$ cat src/rtl/flush_ctrl_pkg.sv
// Shared state encoding, reset PC and redirect-target helper for the
// writeback-driven flush/redirect controller.
package flush_ctrl_pkg;

    typedef enum logic [1:0] {
        FLUSH_IDLE = 2'd0,
        FLUSH      = 2'd1,
        DRAIN      = 2'd2,
        REDIRECT   = 2'd3
    } flush_state_e;

    localparam logic [31:0] DEFAULT_RST_PC = 32'h1c00_0000;
    localparam logic [31:0] INST_BYTES     = 32'd4;

    // Refetch resumes at the instruction after the one in WB; wraps at 2^32.
    function automatic logic [31:0] refetch_target(input logic [31:0] pc);
        return pc + INST_BYTES;
    endfunction

endpackage

$ cat src/rtl/fetch_outstd_cnt.sv
// Up/down saturating counter with a parallel load, used to track in-flight
// instruction fetches and the subset of them that must be discarded.
module fetch_outstd_cnt #(
    parameter int OUTSTD_W = 2
) (
    input  logic                clk,
    input  logic                reset,
    input  logic                load_i,
    input  logic [OUTSTD_W-1:0] load_val_i,
    input  logic                inc_i,
    input  logic                dec_i,
    output logic [OUTSTD_W-1:0] cnt_o,
    output logic [OUTSTD_W-1:0] cnt_next_o
);

    localparam logic [OUTSTD_W-1:0] CNT_MAX = '1;

    logic [OUTSTD_W-1:0] cnt_q;
    logic [OUTSTD_W-1:0] cnt_d;

    // NOTE: cnt_d takes its hold value first so every path assigns it and no latch is inferred.
    always_comb begin
        cnt_d = cnt_q;
        if (load_i) begin
            cnt_d = load_val_i;
        end else if (inc_i && !dec_i && (cnt_q != CNT_MAX)) begin
            cnt_d = cnt_q + OUTSTD_W'(1);
        end else if (dec_i && !inc_i && (cnt_q != '0)) begin
            cnt_d = cnt_q - OUTSTD_W'(1);
        end
    end

    // NOTE: registers use non-blocking assignments so every flop samples pre-edge values.
    always_ff @(posedge clk or posedge reset) begin
        if (reset) begin
            cnt_q <= '0;
        end else begin
            cnt_q <= cnt_d;
        end
    end

    assign cnt_o      = cnt_q;
    assign cnt_next_o = cnt_d;

endmodule

$ cat src/rtl/flush_ctrl.sv
// Sequences WB-raised flushes: capture event and target, pulse flush_all,
// drain squashed fetch responses, then hand the new PC to IF.
module flush_ctrl
    import flush_ctrl_pkg::*;
#(
    parameter int          OUTSTD_W = 2,
    parameter logic [31:0] RST_PC   = DEFAULT_RST_PC
) (
    input  logic        clk,
    input  logic        reset,
    input  logic        wb_ex,
    input  logic        wb_ecode_tlbr,
    input  logic        ertn_flush,
    input  logic        wb_refetch_flush,
    input  logic [31:0] wb_pc,
    input  logic [31:0] csr_eentry,
    input  logic [31:0] csr_tlbrentry,
    input  logic [31:0] csr_era,
    input  logic        inst_req,
    input  logic        inst_addr_ok,
    input  logic        inst_data_ok,
    output logic        flush_all,
    output logic        fs_req_allow,
    output logic        fs_discard,
    output logic        redirect_valid,
    output logic [31:0] redirect_pc,
    input  logic        redirect_ready,
    output logic        ctrl_busy
);

    localparam logic [OUTSTD_W-1:0] OUTSTD_MAX = '1;

    flush_state_e        state_q, state_d;
    logic [31:0]         redirect_pc_q, redirect_pc_d;
    logic [31:0]         event_target;
    logic                event_any;
    logic                load_discard;
    logic                outstd_inc;
    logic [OUTSTD_W-1:0] outstd_cnt, outstd_cnt_next;
    logic [OUTSTD_W-1:0] discard_cnt, discard_cnt_next;

    assign event_any = wb_ex | ertn_flush | wb_refetch_flush;

    always_comb begin
        if (wb_ex) begin
            event_target = wb_ecode_tlbr ? csr_tlbrentry : csr_eentry;
        end else if (ertn_flush) begin
            event_target = csr_era;
        end else begin
            event_target = refetch_target(wb_pc);
        end
    end

    assign fs_req_allow = ((state_q == FLUSH_IDLE) || ((state_q == REDIRECT) && redirect_ready))
                          && (outstd_cnt != OUTSTD_MAX);
    assign outstd_inc   = inst_req & inst_addr_ok & fs_req_allow;
    assign fs_discard   = inst_data_ok & (discard_cnt != '0);

    fetch_outstd_cnt #(.OUTSTD_W(OUTSTD_W)) u_outstd_cnt (
        .clk        (clk),
        .reset      (reset),
        .load_i     (1'b0),
        .load_val_i ('0),
        .inc_i      (outstd_inc),
        .dec_i      (inst_data_ok),
        .cnt_o      (outstd_cnt),
        .cnt_next_o (outstd_cnt_next)
    );

    // Loading the post-update outstanding count means a response landing in
    // FLUSH has already retired and is not counted as squashed again.
    fetch_outstd_cnt #(.OUTSTD_W(OUTSTD_W)) u_discard_cnt (
        .clk        (clk),
        .reset      (reset),
        .load_i     (load_discard),
        .load_val_i (outstd_cnt_next),
        .inc_i      (1'b0),
        .dec_i      (fs_discard),
        .cnt_o      (discard_cnt),
        .cnt_next_o (discard_cnt_next)
    );

    always_comb begin
        state_d       = state_q;
        redirect_pc_d = redirect_pc_q;
        load_discard  = 1'b0;
        unique case (state_q)
            FLUSH_IDLE: begin
                if (event_any) begin
                    state_d       = FLUSH;
                    redirect_pc_d = event_target;
                end
            end
            FLUSH: begin
                load_discard = 1'b1;
                state_d      = DRAIN;
            end
            DRAIN: begin
                if (discard_cnt_next == '0) begin
                    state_d = REDIRECT;
                end
            end
            REDIRECT: begin
                if (redirect_ready) begin
                    state_d = FLUSH_IDLE;
                end
            end
            default: state_d = FLUSH_IDLE;
        endcase
    end

    always_ff @(posedge clk or posedge reset) begin
        if (reset) begin
            state_q       <= FLUSH_IDLE;
            redirect_pc_q <= RST_PC;
        end else begin
            state_q       <= state_d;
            redirect_pc_q <= redirect_pc_d;
        end
    end

    assign flush_all      = (state_q == FLUSH);
    assign redirect_valid = (state_q == REDIRECT);
    assign redirect_pc    = redirect_pc_q;
    assign ctrl_busy      = (state_q != FLUSH_IDLE);

endmodule

$ cat config.mk
export PLATFORM = sky130hd
export DESIGN_NAME = flush_ctrl
export DESIGN_NICKNAME = d
export VERILOG_FILES = /design/src/rtl/flush_ctrl_pkg.sv /design/src/rtl/fetch_outstd_cnt.sv /design/src/rtl/flush_ctrl.sv
export SDC_FILE = /design/constraint.sdc
export NUM_CORES = 1
export LEC_CHECK = 0
export ABC_AREA = 1
export CORE_UTILIZATION = 37
export CTS_CLUSTER_DIAMETER = 40
export DETAILED_ROUTE_END_ITERATION = 10
export PLACE_DENSITY_LB_ADDON = 0.1
export SETUP_SLACK_MARGIN = 0.05
export SYNTH_ARGS = -nofsm -noshare
export SYNTH_HDL_FRONTEND = slang
export SYNTH_SLANG_ARGS = --single-unit
$ cat constraint.sdc
create_clock -name clk -period 1.6 [get_ports clk]
set_input_delay 0.4 -clock clk [delete_from_list [all_inputs] [get_ports clk]]
set_output_delay 0.4 -clock clk [all_outputs]
set_load 0.05 [all_outputs]
# --- Word level (Yosys, flattened, before mapping) ---
# Index checks and enable logic that the tools add are counted.
totals:
  ff_bits: 38
  input_bits: 138
  out_inout_bits: 37
  elab_cells: 49
op_classes:
  add_sub_neg: 4
  eq_ne: 7
  mux: 12
  bitwise: 5
  n_reduce_logical: 17
op_table:
  columns: ["op", "n"]
  rows:
  - ["$mux W32", 3]
  - ["$add A32 B3 Y32 const B", 1]
  - ["$mux W2", 7]
  - ["$pmux W2 S4", 1]
  - ["$logic_and A1 B1 Y1", 7]
  - ["$ne A2 B2 Y1 const B", 3]
  - ["$reduce_bool A2 Y1", 3]
  - ["$eq A2 B2 Y1 const B", 2]
  - ["$logic_not A2 Y1", 2]
  - ["$sub A2 B1 Y2 const B", 2]
  - ["$and A1 B1 Y1", 3]
  - ["$reduce_and A3 Y1", 1]
  - ["$add A2 B1 Y2 const B", 1]
  - ["$eq A2 B1 Y1 const B", 1]
  - ["$logic_not A1 Y1", 2]
  - ["$ne A2 B1 Y1 const B", 1]
  - ["$or A1 B1 Y1", 2]
  - ["$reduce_and A2 Y1", 1]
  - ["$logic_or A1 B1 Y1", 1]
  - ["$mux W1", 1]

# --- Longest topological paths before layout ---
# Gate-level depths: netlist of the first run.
depth:
  word_depth: 14
  ltp_mapped: 16
  mapped_depth_nobuf: 16

# --- By module ---
# A second synthesis of the first run with hierarchy kept.
hier_totals:
  hier_cells: 618
  area_unflattened_um2: 3703.6
by_module_without_submodules:
  columns: ["mod", "n_inst", "cells_each", "area_per_inst_um2", "seq_area_each_um2"]
  rows:
  - ["flush_ctrl", 1, 562, 3345.7, 854.6]
  - ["fetch_outstd_cnt", 2, 28, 178.9, 50.0]

# --- Worst setup path before layout of the first run ---
# No wires, ideal clock.
synth_timing:
  path_kind: "register to register"
  start: "reg state_q[0]"
  end: "reg state_q[0]"
  setup_ns: 0.117
  arrival_ns: 2.426
  required_ns: 1.483
  setup_slack_ns: -0.943
  path_stages_with_launch: 11
  path_buffers: 0
  period_less_slack_ns: 2.543
  path_cell_list: "dfrtp_1 ha_1 nand2_1 a21oi_1 nand4_1 nand2_1 nand2_1 nand3_1 nand2_1 nand3_1 nand2_1"
synth_between:
  elab_chain_cells: 14
  elab_cells_between_ends: 23
  classes_between: "eq/ne (6); mux (5); bitwise (1); reduce/logical (11)"
synth_rtl:
  columns: ["element", "line", "source"]
  rows:
  - ["from (decl)", "flush_ctrl.sv:33", "flush_state_e state_q, state_d;"]
  - ["from (signal assigned)", "flush_ctrl.sv:117", "state_q <= state_d;"]
  - ["$eq A2 B2 Y1 (*)", null, null]
  - ["via redirect_valid", "flush_ctrl.sv:25", "output logic redirect_valid,"]
  - ["$logic_and A1 B1 Y1 (*)", "flush_ctrl.sv:54", "assign fs_req_allow = ((state_q == FLUSH_IDLE) || ((state_q == REDIRECT) && redirect_ready))"]
  - ["$logic_or A1 B1 Y1 (*)", "flush_ctrl.sv:54", null]
  - ["$logic_and A1 B1 Y1 (*)", "flush_ctrl.sv:55", "&& (outstd_cnt != OUTSTD_MAX);"]
  - ["via fs_req_allow", "flush_ctrl.sv:23", "output logic fs_req_allow,"]
  - ["$and A1 B1 Y1 (*)", "flush_ctrl.sv:56", "assign outstd_inc = inst_req & inst_addr_ok & fs_req_allow;"]
  - ["$logic_not A1 Y1", "fetch_outstd_cnt.sv:28", "end else if (dec_i && !inc_i && (cnt_q != '0)) begin"]
  - ["$logic_and A1 B1 Y1 (2 in series)", "fetch_outstd_cnt.sv:28", null]
  - ["$mux W2", "fetch_outstd_cnt.sv:28", null]
  - ["$mux W2 (*)", "fetch_outstd_cnt.sv:26", "end else if (inc_i && !dec_i && (cnt_q != CNT_MAX)) begin"]
  - ["via outstd_cnt_next[1]", "flush_ctrl.sv:39", "logic [OUTSTD_W-1:0] outstd_cnt, outstd_cnt_next;"]
  - ["$mux W2 (*)", "fetch_outstd_cnt.sv:24", "if (load_i) begin"]
  - ["$logic_not A2 Y1 (*)", "flush_ctrl.sv:99", "if (discard_cnt_next == '0) begin"]
  - ["$ne A2 B2 Y1 (no source line) (*)", null, null]
  - ["$reduce_and A3 Y1 (no source line) (*)", null, null]
# The timed path passes the listed nets; every way through them passes the cells marked *.
# A chain may end at the register's enable or synchronous reset.

# --- Worst setup path after layout of the first run ---
layout_timing:
  start: "reg state_q[1]"
  end: "out fs_req_allow"
layout_between:
  elab_chain_cells: 4
  elab_cells_between_ends: 5
  classes_between: "eq/ne (1); reduce/logical (4)"
layout_rtl:
  columns: ["element", "line"]
  rows:
  - ["$eq A2 B2 Y1", "flush_ctrl.sv:54"]
  - ["$logic_and A1 B1 Y1", "flush_ctrl.sv:54"]
  - ["$logic_or A1 B1 Y1 (*)", "flush_ctrl.sv:54"]
  - ["$logic_and A1 B1 Y1 (*)", "flush_ctrl.sv:55"]
  - ["to (decl)", "flush_ctrl.sv:23"]
# Every way passes the cells marked *; elsewhere a longest branch is shown, timed or not.

==> results_dict.tcl, run 1 <==
set metrics [dict create \
    status "finished, violations left" \
    failed_checks "negative setup slack" \
    die_w_um 99.0 \
    cts-root-buf "clkbuf_8" \
    hold_violations 0 \
    crit_fanout 3 \
    io_pins 175 \
    path_class "reg -> out" \
    r2r-start "state_q[1]" \
    clk_pin_slew_ns 0.09 \
    grt_max_degree 39 \
    synth_ff_type "dfrtp_1" \
    synth_top_area_cell "dfrtp_1" \
    final_cells 967 \
    hold_class "in -> async" \
    reg2reg_to "state_q[1]" \
    skew_ns 0.00780 \
    die_h_um 99.0 \
    postSynth.asyncResetShare 1.00 \
    dp_cells 934 \
    cts.sinks 38 \
    grt_pass1_vias 5006 \
    rows 35 \
    yosys.area.top_type_share 0.251 \
    synth_edf_count 0 \
    grt_util_all_layers 0.310 \
    ys_warn_count 0 \
    syn_inst 571 \
    core_mm2 0.00920 \
    cp_cell_sequence "inv_2, ha_4, inv_4, buf_6, a21oi_4, buf_12" \
    post-route-period-util 1.18 \
    maxSlewViolCount 0 \
    ys_ff_latch 38 \
    hpwl_mm 11.6 \
    htreeDepth 2 \
    endpoint "fs_req_allow" \
    dieArea_mm2 0.00981 \
    fin_crit_ns 1.89 \
    critPathMaxStageDelay_ns 0.42 \
    final.setup.tns_ns -1.61 \
    rsz0062_at_grt "true" \
    drt.antenna.violating_nets 0 \
    synth_area_mm2 0.00348 \
    wl_mm 17.1 \
    p_per_area_mw_per_mm2 1510 \
    cts_buffers 5 \
    p_leak_nw 3.29 \
    synth_area_leaders "dfrtp_1 (25%), nor2_1 (18%), nand2_1 (11%)" \
    detail_route.wl_per_cell_um 17.7 \
    crit_start "state_q[1]" \
    gp_congestion 0.902 \
    drive_gt1_frac 0.353 \
    endpoint_kind "output pin" \
    layout.nets 1000 \
    port_buffers 174 \
    synthMostInstantiatedCell "nor2_1" \
    setup_violations 9 \
    yosysSeqAreaShare 0.274 \
    crit_required_ns 1.20 \
    peakVddDrop_mv 0.913 \
    ys_types 42 \
    start_util 0.379 \
    grt_antenna_before_repair 1 \
    syn_to_final_growth_pct 107 \
    cts_tree "yes" \
    grt_pass1_wl_mm 24.1 \
    synthesis.nets 717 \
    max_slew_margin 0.752 \
    fin_ws_ns -0.292 \
    post_drt_via_cell_ratio 5.39 \
    ys_top_cells_by_count "nor2_1 (164), nand2_1 (102), inv_1 (42)" \
    r2r_cells 13 \
    avgSynthCellArea_um2 6.10 \
    drc 0 \
    vias 5212 \
    tightest_slew_ns 0.368 \
    r2r_setup_slack_ns -0.28 \
    firstDrtPassIters 5 \
    clk_latency_ns 0.30 \
    drt_iter0_drc 276 \
    crit_path_start_kind "register" \
    clock_path_buffers 2 \
    max_freq_ghz 0.529 \
    grt-ovfl-total 0 \
    cpMaxStageDelayCell "dfrtp_1" \
    maxCapViolCount 0 \
    worst_ep_arrival_time_ns 1.49 \
]
==> kinds of logic (layout without fill, tap and decap cells) <==
family	count (synthesis)	count (layout)	synth area share
compound gates	98	98	0.158
xor+xnor	8	8	0.0201
fa+ha+maj	8	8	0.0287
buf+inv	70	354	0.0805
flops	38	38	0.274
other cells	0	1	0
simple gates	349	349	0.439
==> cells in the final DEF, fill, tap and decap left out, types with 5 or more instances in the layout <==
cell and count:
nor2_1 146, clkdlybuf4s50_1 106, buf_4 104, nand2_1 75, buf_12 43, o21ai_0 38, dfrtp_1 35, nand2_2 31
nand3_1 28, inv_1 26, a21oi_1 21, buf_6 15, nor2_2 14, inv_2 14, a31oi_1 11, dlygate4sd2_1 11
nor2_4 9, nand3_2 9, clkbuf_2 9, nand4_1 8, nand3b_1 7, a21oi_2 6, o21ai_1 6, xor2_1 6
clkbuf_8 5, clkdlybuf4s15_1 5
==> worst min-delay path by stage <==
stage | end | startpoint | slack, ns | cells past startpoint
3_3_place_gp | redirect_pc[26] | redirect_pc[26] | 0.48 | 2
2_1_floorplan | state_q[1] | state_q[1] | 0.49 | 2
4_1_cts | redirect_pc[18] | reset | 0.46 | 3
6_report | redirect_pc[3] | reset | 0.46 | 3
3_5_place_dp | redirect_pc[26] | redirect_pc[26] | 0.49 | 2
5_1_grt | redirect_pc[18] | reset | 0.48 | 3
==> flip-flops by register name, summed over array words and instances, names as in the netlist <==
name / flops
redirect_pc: 32
u_discard_cnt.cnt_o: 2
state_q: 2
u_outstd_cnt.cnt_o: 2
==> routing by layer <==
| metal | vias up | global-route usage | part of all wire |
|---|---|---|---|
| met5 | - | 0 | 0 |
| met4 | 0 | 0.115 | 0.040 |
| met3 | 68 | 0.0532 | 0.075 |
| met2 | 299 | 0.579 | 0.51 |
| met1 | 2413 | 0.350 | 0.37 |
| li1 | 2432 | - | - |
==> critical path, delay by kind of cell, from the launching register on <==
| family | cells | cell delay [ns] |
|---|---|---|
| AO/OA/AOI/OAI | 1 | 0.19 |
| adder cells (fa/ha/maj) | 1 | 0.15 |
| buffers and inverters | 4 | 0.43 |
| flip-flops | 1 | 0.42 |
==> per-stage QoR <==
stage	total power [mW]	cell area [um^2]	utilization	hold WS [ns]	setup slack, ns
2_1_floorplan	4.98	3500	-	0.494	-0.443
3_3_place_gp	8.35	6470	0.703	0.482	-0.579
3_5_place_dp	8.52	6470	0.703	0.494	-0.607
4_1_cts	9.88	6830	0.743	0.460	-0.209
5_1_grt	11.3	7210	0.784	0.475	-0.385
6_report	10.9	7210	0.784	0.456	-0.292
==> power breakdown <==
part           internal [mW]  switching [mW]  total, mW  leakage, nW
combinational           3.84            3.99       7.83         2.79
sequential              1.48           0.544       2.03        0.430
clock                  0.625           0.391       1.02       0.0683
==> layout make-up <==
class	count	area [um^2]
Sequential cell	38	955
Multi-Input combinational cell	463	2600
Fill cell	653	1990
Inverter	45	189
Tap cell	111	139
Antenna cell	1	2.50
Timing Repair Buffer	301	3180
Clock inverter	3	68.8
Clock buffer	5	68.8
==> repair_timing <==
| item | in CTS | in global routing |
|---|---|---|
| gates resized for setup | 92 | 103 |
| pin swaps | 32 | 41 |
| cloned | 0 | 4 |
| endpoints found under the setup margin | 40 | 40 |
| hold buffers | 0 | 0 |
| buffers inserted | 12 | 12 |
(Power assumes the default switching activity.)
==> run 2: changes to the inputs <==
CORE_UTILIZATION = 38   (was 37)
SYNTH_HIERARCHICAL = 1   (was not set)
==> results_dict.tcl, run 2 <==
set metrics [dict create \
    status "finished, violations left" \
    failed_checks "negative setup slack" \
    clock_path_buffers 2 \
    setup_violations 41 \
    wl_mm 15.6 \
    crit_fanout 3 \
    switching_share 0.453 \
    cts_buffers 5 \
    hold_violations 0 \
    layout.nets 1036 \
    clk_pin_slew_ns 0.07 \
    grt_antenna_before_repair 1 \
    die_h_um 101 \
    path_class "reg -> reg" \
    p_per_area_mw_per_mm2 1450 \
    synth_area_mm2 0.00370 \
    postPlaceCellArea_mm2 0.00659 \
    post-route-util 0.791 \
    avgSynthCellArea_um2 5.99 \
    htreeDepth 2 \
    layout_commonest_cell "nor2_1" \
    p_int_mw 5.86 \
    firstDrtPassIters 5 \
    grt-ovfl-total 0 \
    die_w_um 101 \
    seqPwrFrac 0.190 \
    r2r-start "state_q[1]" \
    endpoint_kind "register" \
    fin_area_mm2 0.00738 \
    syn_to_final_growth_pct 99.2 \
    maxCapViolCount 0 \
    clk_latency_ns 0.29 \
    hpwl_mm 11.2 \
    start_util 0.397 \
    synth_area_leaders "dfrtp_1 (24%), nor2_1 (20%), nand2_1 (11%)" \
    worst_ep_arrival_time_ns 2.48 \
    detail_route.wl_per_cell_um 15.3 \
    port_buffers 174 \
    post-route-period-util 1.44 \
    drive_gt1_frac 0.297 \
    rows 35 \
    core_mm2 0.00933 \
    drc 0 \
    crit_required_ns 1.77 \
    peakVddDrop_mv 0.812 \
    largest_reg_flops 32 \
    grt_util_all_layers 0.298 \
    synth_top_area_cell "dfrtp_1" \
    power_frac_clock 0.077 \
    fin_ws_ns -0.710 \
    post_drt_via_cell_ratio 4.98 \
    synthMostInstantiatedCell "nor2_1" \
    synth_ff_type "dfrtp_1" \
    power.net_switching_mw 4.85 \
    p_leak_nw 3.37 \
    max_freq_ghz 0.433 \
    skew_ns 0.00682 \
    maxSlewViolCount 0 \
    drt.antenna.violating_nets 0 \
    hold_class "in -> async" \
    yosys.area.top_type_share 0.236 \
    yosysSeqAreaShare 0.258 \
    grt_pass1_wl_mm 23.7 \
    dpl_worst_slack_ns -0.972 \
    rsz0062_at_grt "true" \
    dieArea_mm2 0.0101 \
    comb_power_share 0.733 \
    crit_start "state_q[1]" \
    ys_top_cells_by_count "nor2_1 (200), nand2_1 (106), inv_1 (56)" \
    fin_crit_ns 2.31 \
    drt_iter0_drc 275 \
    ys_ff_latch 38 \
    crit_path_start_kind "register" \
    io_pins 175 \
    most-common-layout-cells "nor2_1 (170), clkdlybuf4s50_1 (130), nand2_1 (95)" \
    cts.sinks 38 \
    gp_congestion 0.902 \
    cts_tree "yes" \
    synth_edf_count 0 \
    grt_max_degree 38 \
    vias 5079 \
    final.setup.tns_ns -9.35 \
    postSynth.asyncResetShare 1.00 \
    cts-root-buf "clkbuf_8" \
    grt_pass1_vias 4975 \
    syn_inst 618 \
    ys_types 32 \
    ys_warn_count 6 \
]
-- run 2: cell count changes after synthesis, moves of 6 or more --
| cell | before | now |
|---|---|---|
| nand3_1 | 36 | 43 |
| nand4_1 | 8 | 2 |
| nand3b_1 | 7 | 0 |
| o21ai_0 | 41 | 48 |
| inv_1 | 42 | 56 |
| nor3_1 | 8 | 1 |
| nor2_1 | 164 | 200 |
| a21oi_1 | 27 | 19 |
-- run 2: layout make-up --
| type | instances | area, um^2 |
|---|---|---|
| tap | 129 | 161 |
| clock buffer | 5 | 68.8 |
| antenna | 1 | 2.50 |
| inverter | 58 | 229 |
| sequential | 38 | 955 |
| clock inverter | 3 | 40.0 |
| timing repair inverter | 1 | 7.51 |
| multi-input combinational | 505 | 2760 |
| timing repair buffer | 279 | 3150 |
| fill | 656 | 1950 |
-- run 2: per-layer routing --
metal | vias to the layer above | part of all wire | track usage
met5 | - | 0 | 0
met4 | 0 | 0.027 | 0.0870
met3 | 36 | 0.056 | 0.0333
met2 | 198 | 0.50 | 0.555
met1 | 2356 | 0.41 | 0.358
li1 | 2489 | - | -
-- run 2: final timing paths --
kind | to | slack (ns) | cells past startpoint
max | state_q[0] | -0.71 | 17
min | u_outstd_cnt/cnt_o[1] | 0.36 | 2
min reg2reg | redirect_pc[26] | 0.53 | 2
max reg2reg | state_q[0] | -0.71 | 17
max in group asynchronous | redirect_pc[26] | 0.78 | 3
min in group clk | redirect_pc[26] | 0.53 | 2
-- run 2: cell families (layout without fill, tap and decap cells) --
logic type | count (synthesis) | in the layout | share of synthesized area
AND/OR/NAND/NOR | 387 | 387 | 0.459
AO/OA/AOI/OAI | 92 | 92 | 0.140
adder cells (fa/ha/maj) | 10 | 10 | 0.0338
flip-flops | 38 | 38 | 0.258
buffers and inverters | 82 | 346 | 0.0895
XOR/XNOR | 8 | 8 | 0.0189
other | 1 | 9 | 0.00101
-- run 2: what timing repair did --
action,CTS,global route
gates resized for setup,44,66
setup buffers,15,10
hold buffers,0,0
setup endpoints to repair,43,43
cloned,7,1
pin swaps,21,24
-- run 2: metrics by stage --
step | total power, mW | hold WS (ns) | cells
2_1_floorplan | 5.10 | 0.141 | 625
3_3_place_gp | 8.16 | 0.512 | 983
3_5_place_dp | 8.32 | 0.520 | 983
4_1_cts | 10.2 | 0.353 | 1012
5_1_grt | 11.2 | 0.359 | 1019
6_report | 10.7 | 0.357 | 1019
-- run 2: power by group through the flow --
stage / sequential, mW / clock [mW] / combinational, mW
global route: 2.09 / 0.869 / 8.23
floorplan: 3.15 / 0 / 1.95
detailed placement: 2.02 / 0 / 6.31
finish: 2.04 / 0.822 / 7.86
global placement: 1.98 / 0 / 6.18
CTS: 2.00 / 0.825 / 7.34
-- run 2: critical path: stages, from the launching register on --
cell	delay, ns
dfrtp_1	0.42
inv_2	0.10
ha_4	0.15
clkinvlp_4	0.09
nand2_2	0.07
o21ai_2	0.06
nor2_2	0.16
nand3_2	0.13
nor2_2	0.13
nor2_1	0.05
nand2_2	0.06
nand2_2	0.07
nand2_2	0.07
nand2_2	0.07
o21ai_2	0.11
o211ai_1	0.18
nor3_2	0.23
a21oi_2	0.04
